**src/rtl/nes_palette_ram_pkg.sv**
```systemverilog
// Shared constants, toggle-state type and palette index mapping for nes_palette_ram.
// PALETTE_MIRROR_EN folds sprite backdrop entries $10/$14/$18/$1C onto $00/$04/$08/$0C.
package nes_palette_ram_pkg;

  localparam int         PAL_ENTRIES     = 32;
  localparam logic [5:0] PALETTE_BASE_HI = 6'h3F;
  localparam int         VADDR_W         = 14;

  typedef enum logic {HI, LO} tog_state_t;

  function automatic logic [4:0] pal_idx(input logic [4:0] a);
`ifdef PALETTE_MIRROR_EN
    return (a[4] && (a[1:0] == 2'b00)) ? {1'b0, a[3:0]} : a;
`else
    return a;
`endif
  endfunction

endpackage

```
**src/rtl/nes_palette_store.sv**
```systemverilog
// 32-entry palette storage: one write port, registered read port (1-cycle latency, read-before-write).
// Index mirroring follows pal_idx, so PALETTE_MIRROR_EN applies to both ports.
module nes_palette_store
  import nes_palette_ram_pkg::*;
#(
  parameter int PAL_W = 6
) (
  input  logic             clk,
  input  logic             rst_n,
  input  logic             wr_en,
  input  logic [4:0]       wr_addr,
  input  logic [PAL_W-1:0] wr_dat,
  input  logic [4:0]       rd_addr,
  output logic [7:0]       rd_dat
);

  logic [PAL_W-1:0] mem_q [PAL_ENTRIES];
  logic [7:0]       rd_d;
  logic [7:0]       rd_q;
  logic [4:0]       wr_idx;
  logic [4:0]       rd_idx;

  assign wr_idx = pal_idx(wr_addr);
  assign rd_idx = pal_idx(rd_addr);

  // Upper bits above the colour index always read as zero.
  always_comb begin
    rd_d              = '0;
    rd_d[PAL_W-1:0]   = mem_q[rd_idx];
  end

  always_ff @(posedge clk or negedge rst_n) begin
    if (!rst_n) begin
      for (int i = 0; i < PAL_ENTRIES; i++) mem_q[i] <= '0;
      rd_q <= '0;
    end else begin
      if (wr_en) mem_q[wr_idx] <= wr_dat;
      rd_q <= rd_d;
    end
  end

  assign rd_dat = rd_q;

endmodule

```
**src/rtl/nes_palette_ram.sv**
```systemverilog
// PPUADDR/PPUDATA decoder with two-write address latch, auto-increment and writable palette.
// Palette writes land in nes_palette_store; other PPUDATA writes pulse ext_we one cycle later.
module nes_palette_ram
  import nes_palette_ram_pkg::*;
#(
  parameter int PAL_W     = 6,
  parameter int INC_LARGE = 32
) (
  input  logic                clk,
  input  logic                rst_n,
  input  logic                reg_we,
  input  logic                reg_sel,
  input  logic [7:0]          reg_din,
  input  logic                inc32,
  input  logic                latch_clr,
  input  logic [4:0]          rd_addr,
  output logic [7:0]          rd_dout,
  output logic [VADDR_W-1:0]  vaddr,
  output logic                ext_we,
  output logic [7:0]          ext_din,
  output logic                lo_pend
);

  tog_state_t         state_q, state_d, state_eff;
  logic [5:0]         hi_q, hi_d;
  logic [VADDR_W-1:0] vaddr_q, vaddr_d;
  logic [VADDR_W-1:0] vstep;
  logic               ext_we_q, ext_we_d;
  logic [7:0]         ext_din_q, ext_din_d;
  logic               pal_we;

  assign vstep = inc32 ? VADDR_W'(INC_LARGE) : VADDR_W'(1);

  always_comb begin
    state_d   = state_q;
    hi_d      = hi_q;
    vaddr_d   = vaddr_q;
    ext_we_d  = 1'b0;
    ext_din_d = ext_din_q;
    pal_we    = 1'b0;
    // A PPUSTATUS read rewinds the toggle before any same-cycle PPUADDR write is decoded.
    state_eff = latch_clr ? HI : state_q;
    state_d   = state_eff;
    if (reg_we && !reg_sel) begin
      if (state_eff == HI) begin
        hi_d    = reg_din[5:0];
        state_d = LO;
      end else begin
        vaddr_d = {hi_q, reg_din};
        state_d = HI;
      end
    end else if (reg_we && reg_sel) begin
      if (vaddr_q[13:8] == PALETTE_BASE_HI) begin
        pal_we = 1'b1;
      end else begin
        ext_we_d  = 1'b1;
        ext_din_d = reg_din;
      end
      vaddr_d = vaddr_q + vstep;
    end
  end

  always_ff @(posedge clk or negedge rst_n) begin
    if (!rst_n) begin
      state_q   <= HI;
      hi_q      <= '0;
      vaddr_q   <= '0;
      ext_we_q  <= 1'b0;
      ext_din_q <= '0;
    end else begin
      state_q   <= state_d;
      hi_q      <= hi_d;
      vaddr_q   <= vaddr_d;
      ext_we_q  <= ext_we_d;
      ext_din_q <= ext_din_d;
    end
  end

  nes_palette_store #(.PAL_W(PAL_W)) u_store (
    .clk     (clk),
    .rst_n   (rst_n),
    .wr_en   (pal_we),
    .wr_addr (vaddr_q[4:0]),
    .wr_dat  (reg_din[PAL_W-1:0]),
    .rd_addr (rd_addr),
    .rd_dat  (rd_dout)
  );

  assign vaddr   = vaddr_q;
  assign ext_we  = ext_we_q;
  assign ext_din = ext_din_q;
  assign lo_pend = (state_q == LO);

endmodule

```
**config.mk**
```make
export PLATFORM = sky130hd
export DESIGN_NAME = nes_palette_ram
export DESIGN_NICKNAME = d
export VERILOG_FILES = /design/src/rtl/nes_palette_ram_pkg.sv /design/src/rtl/nes_palette_store.sv /design/src/rtl/nes_palette_ram.sv
export SDC_FILE = /design/constraint.sdc
export NUM_CORES = 1
export LEC_CHECK = 0
export ABC_AREA = 1
export BUFFER_PORTS_ARGS = -buffer_cell sky130_fd_sc_hd__buf_2
export CAP_MARGIN = 20
export CORE_ASPECT_RATIO = 0.7
export CORE_MARGIN = 2
export CORE_UTILIZATION = 34
export DETAILED_ROUTE_END_ITERATION = 8
export PLACE_DENSITY = 0.52
export SLEW_MARGIN = 40
export SYNTH_ARGS = -nofsm -noshare
export SYNTH_HDL_FRONTEND = slang
export SYNTH_SLANG_ARGS = --single-unit
```
**constraint.sdc**
```tcl
create_clock -name clk -period 4 [get_ports clk]
set_input_delay 1 -clock clk [delete_from_list [all_inputs] [get_ports clk]]
set_output_delay 1 -clock clk [all_outputs]
set_load 0.02 [all_outputs]
```
Yosys cells after proc, flatten, opt, wreduce, memory -nomap -nowiden
Index checks and enable logic that the tools add are counted.
{"block": "totals", "register_bits": 228, "output_inout_bits": 32, "wordCells": 76, "input_bits": 19}
{"block": "op_classes", "eq_ne": 2, "add_sub_neg": 1, "magnitude_cmp": 3, "n_mux": 19, "reduce_logical": 8, "n_bitwise": 5}
{"operator": "$bwmux W192", "count": 1}
{"operator": "$mux W14", "count": 3}
{"operator": "$bmux W6 S5", "count": 1}
{"operator": "$demux W6 S5", "count": 1}
{"operator": "$mux W6", "count": 4}
{"operator": "$add A14 B6 Y14", "count": 1}
{"operator": "$ge A6 B6 Y1 const B", "count": 2}
{"operator": "$not A5 Y6", "count": 2}
{"operator": "$mux W1", "count": 9}
{"operator": "$eq A6 B6 Y1 const B", "count": 1}
{"operator": "$lt A6 B1 Y1 const B", "count": 1}
{"operator": "$reduce_and A2 Y1", "count": 2}
{"operator": "$logic_and A1 B1 Y1", "count": 3}
{"operator": "$not A1 Y1", "count": 3}
{"operator": "$reduce_and A3 Y1", "count": 1}
{"operator": "$ne A2 B2 Y1 const B", "count": 1}
{"operator": "$reduce_bool A2 Y1", "count": 1}
{"operator": "$logic_not A1 Y1", "count": 1}

Logic depth before layout (Yosys ltp)
{"block": "depth", "word_depth": 6, "mapped_depth": 12, "ltp_nobuf": 11}

Modules after synthesis
From an unflattened synthesis, not the netlist that was laid out.
{"block": "unflattened", "hier_cells": 1368, "area_unflattened_um2": 10775.3}
{"module": "nes_palette_store", "area_each_um2": 9115.0, "cells_per_inst": 1148, "instances": 1, "seq_area_each_um2": 4954.8}
{"module": "nes_palette_ram", "area_each_um2": 1660.3, "cells_per_inst": 220, "instances": 1, "seq_area_each_um2": 750.7}

Worst setup path before layout
Ideal clock, no wire load.
{"block": "synth_timing", "kind": "input to register", "from": "in inc32", "to": "reg vaddr_q[10] (netlist: vaddr[10])", "setup_slack_ns": 1.833, "setup_time_ns": 0.117, "required_ns": 3.883, "cell_stages": 10, "t_arrival_ns": 2.051, "path_cell_list": "inv_1 ha_1 ha_1 nand3_1 o21ai_0 nand2_1 nand2_1 nand3_1 nand2_1 nand2_1"}
{"block": "synth_between", "elab_chain_cells": 4}
{"element": "start: declaration", "line_no": "nes_palette_ram.sv:14", "source": "input logic inc32,"}
{"element": "$mux W6", "line_no": "nes_palette_ram.sv:32", "source": "assign vstep = inc32 ? VADDR_W'(INC_LARGE) : VADDR_W'(1);"}
{"element": "$add A14 B6 Y14", "line_no": "nes_palette_ram.sv:59", "source": "vaddr_d = vaddr_q + vstep;"}
{"element": "$mux W14", "line_no": "nes_palette_ram.sv:52", "source": "end else if (reg_we && reg_sel) begin"}
{"element": "$mux W14", "line_no": "nes_palette_ram.sv:44", "source": "if (reg_we && !reg_sel) begin"}
{"element": "end signal: assignment", "line_no": "nes_palette_ram.sv:73", "source": "vaddr_q <= vaddr_d;"}
{"element": "end: declaration", "line_no": "nes_palette_ram.sv:26", "source": "logic [VADDR_W-1:0] vaddr_q, vaddr_d;"}
No other way between the ends. The select of a mux whose other input is x is not followed.
A chain may end at the register's enable or synchronous reset.

Worst setup path after layout
{"block": "layout_timing", "from": "reg vaddr_q[2] (netlist: vaddr[2])", "to": "out vaddr[2]"}
{"element": "end: declaration", "line_no": "nes_palette_ram.sv:18", "source": "output logic [VADDR_W-1:0] vaddr,"}
No word-level cell between the ends.

==> metrics.md <==
| Metric | Value |
|---|---|
| Outcome | `finished, final reports clean` |
| Crit end category | `primary output` |
| HP Class | `in -> async` |
| CTS Hold Bufs | `0` |
| Final WL | `31.3 mm` |
| Clk buf depth | `3` |
| Seq cells post-synth | `228` |
| Worst-skew pair later-pin latency | `0.54 ns` |
| Drc violations | `0` |
| Slew @ Worst Pin | `0.838 ns` |
| Number of I/O pins | `51` |
| GRT Util Overall | `18.6%` |
| Worst slew margin | `43.9%` |
| Die Span Y | `156 um` |
| CTS buffer count | `25` |
| Setup bufs post-CTS | `0` |
| FILL cells | `3349` |
| Crit path arrival time | `1.39 ns` |
| Worst Skew | `0.0153 ns` |
| WL/cell | `17.3 um` |
| Cells after synthesis | `1369` |
| Minimum clock period | `2.39 ns` |
| Final HPWL from detailed placement | `19.6 mm` |
| DRT iter0 DRCs | `868` |
| Final hold vios | `0` |
| Syn Area/Cell | `8.21 um^2` |
| Vias in the first global route | `8598` |
| P_leak | `0.00564 uW` |
| Critical Path Start Type | `flop` |
| Final ANT Viol Nets | `0` |
| Core outline area | `32400 um^2` |
| Routability congestion estimate from global placement | `0.805` |
| RSZ-0062 raised after global routing | `false` |
| Fin. max-slew vios | `0` |
| Depth of the CTS H-tree | `1` |
| Antenna Cells | `0` |
| Die width | `221 um` |
| Share of layout cells above drive strength 1 | `13.0%` |
| First drt pass iteration count | `5` |
| Die ar. | `34600 um^2` |
| Slowest CP cell | `dfrtp_1` |
| Final setup fails | `0` |
| Total of max-cap violations | `0` |
| Crit Path Class | `reg -> out` |
| Std cell rows | `55` |
| Fin crit share | `59.8%` |
| Vias/cell | `5.01` |
| CTS clk-pin slew, worst paths | `0.06 ns` |
| Critical Path RT | `3.00 ns` |
| First-pass GRT wire length | `50.8 mm` |
| Overall power | `5640 uW` |
| Clock tree sinks | `228` |
| Cts repair resizes | `0` |
| Largest net degree at the start of global routing | `97` |
| Setup TNS | `0 ns` |
| Fmax | `0.418 GHz` |
| TritonCTS clock tree | `yes` |
| Layout area overhead | `10.6%` |
| Port Buf Inserts | `48` |
| Power Density | `454 nW/um^2` |
| Post-synthesis sequential area ratio | `50.7%` |
| Design Area, Final | `12400 um^2` |
| Antenna violations before repair | `0` |
| Synth cell types | `34` |
| Peak VDD IR | `0.337 mV` |
| Area of placed instances | `11600 um^2` |
| YS warnings | `0` |
| CTS Root Cell | `clkbuf_16` |
| Initial core utilization | `34.7%` |
| CP max stage delay | `0.60 ns` |
| Crit-path cells | `buf_2` |
| DR vias | `9045` |
| Crit-path leading delay family | `flip-flops` |
| Fin nets | `1386` |
| Buf+Inv Stages, Crit Path | `1` |
| Grt ovf | `0` |
| Synthesized area | `11200 um^2` |
| Critical path peak fanout | `10` |
[final cells by class]
cell class | count | area (um^2) | share of cell area, %
Inverter | 42 | 158 | 1.27
Clock buffer | 35 | 723 | 5.81
Timing Repair Buffer | 65 | 440 | 3.54
Sequential cell | 228 | 5710 | 45.9
Tap cell | 427 | 534 | 4.30
Clock inverter | 9 | 145 | 1.17
Multi-Input combinational cell | 1001 | 4730 | 38.0
[layer usage]
layer | vias to the layer above | global-route usage [%] | wire length [um]
li1 | 4464 | - | -
met1 | 4349 | 29.4 | 16600
met2 | 202 | 26.4 | 12600
met3 | 30 | 2.88 | 1580
met4 | 0 | 3.61 | 536
met5 | - | 0 | 0
[flip-flops by register name, indices dropped and copies added, names as in the netlist]
signal and cells:
vaddr 14, lo_pend 1, ext_we 1, ext_din 8, u_store.mem_q 192, hi_q 6, u_store.rd_dat 6
[layout by cell type, fill, tap and decap left out, types with 3 or more instances in the layout]
cell type,count
nor2_4,5
buf_12,5
nand3_1,163
clkbuf_16,25
buf_2,47
clkinv_2,5
clkbuf_1,4
nand3_4,5
inv_1,36
clkbuf_8,6
o21ai_2,24
nand2_1,525
nand3_2,26
buf_4,12
inv_2,6
dfrtp_1,228
o21ai_1,162
nand3b_1,3
o21ai_0,27
ha_1,4
bufinv_16,4
nor2_1,22
a21oi_1,18
[report_power, final]
| part | internal (uW) | switching, uW | total (uW) |
|---|---|---|---|
| Clock | 1510 | 956 | 2470 |
| Sequential | 2370 | 89.3 | 2460 |
| Combinational | 176 | 538 | 714 |
[synthesized netlist by cell type]
library cell | count | area share, %
nor3_4 | 1 | 0.14
o21ai_0 | 27 | 1.2
nand3_1 | 163 | 7.3
inv_1 | 38 | 1.3
nor2_2 | 2 | 0.11
dfrtp_1 | 228 | 51
o22ai_1 | 1 | 0.056
nor3_2 | 2 | 0.18
nor2_1 | 22 | 0.73
buf_1 | 10 | 0.33
nor2_8 | 1 | 0.18
nor2_4 | 5 | 0.50
conb_1 | 1 | 0.033
xor2_1 | 1 | 0.078
clkinv_1 | 1 | 0.033
buf_4 | 6 | 0.40
buf_12 | 3 | 0.53
buf_2 | 13 | 0.58
a21oi_1 | 18 | 0.80
o21ai_2 | 24 | 1.9
buf_6 | 26 | 2.6
nand3_4 | 5 | 0.78
nand3_2 | 26 | 2.3
clkbuf_1 | 41 | 1.4
nand2_2 | 2 | 0.11
o211ai_1 | 2 | 0.13
o21bai_1 | 1 | 0.067
nor3_1 | 1 | 0.044
a22oi_1 | 1 | 0.067
ha_1 | 4 | 0.45
o21ai_1 | 162 | 7.2
nand2_1 | 525 | 18
inv_2 | 3 | 0.10
nand3b_1 | 3 | 0.20
[worst paths after layout]
| kind | from | slack (ns) | to | depth (start not counted) |
|---|---|---|---|---|
| min reg2reg | ext_din[0]$_DFFE_PN0P_ | 0.48 | ext_din[0]$_DFFE_PN0P_ | 2 |
| max | vaddr[2]$_DFFE_PN0P_ | 1.61 | vaddr[2] | 1 |
| min in group clk | ext_din[0]$_DFFE_PN0P_ | 0.48 | ext_din[0]$_DFFE_PN0P_ | 2 |
| min | rst_n | 0.44 | u_store.mem_q[128]$_DFFE_PN0P_ | 1 |
| max reg2reg | vaddr[8]$_DFFE_PN0P_ | 1.73 | u_store.mem_q[2]$_DFFE_PN0P_ | 7 |
| max in group asynchronous | rst_n | 2.74 | u_store.mem_q[130]$_DFFE_PN0P_ | 2 |
[through the flow]
| stage | hold slack (ns) | instances | setup WS (ns) | util (%) |
|---|---|---|---|---|
| after floorplan | 0.455 | 1370 | 1.83 | - |
| after global placement | 0.463 | 1763 | 1.16 | 35.7 |
| after detailed placement | 0.465 | 1763 | 1.15 | 35.7 |
| after CTS | 0.440 | 1807 | 1.59 | 38.4 |
| after global routing | 0.456 | 1807 | 1.48 | 38.4 |
| final | 0.441 | 1807 | 1.61 | 38.4 |
[cells by family after synthesis]
group	Yosys count	share of synthesized area, %
buffers and inverters	141	7.22
flip-flops	228	50.7
AO/OA/AOI/OAI	236	11.4
other	1	0.0333
XOR/XNOR	1	0.0779
adder cells (fa/ha/maj)	4	0.445
AND/OR/NAND/NOR	758	30.1
Note: power is estimated with default switching activity, not from simulation.
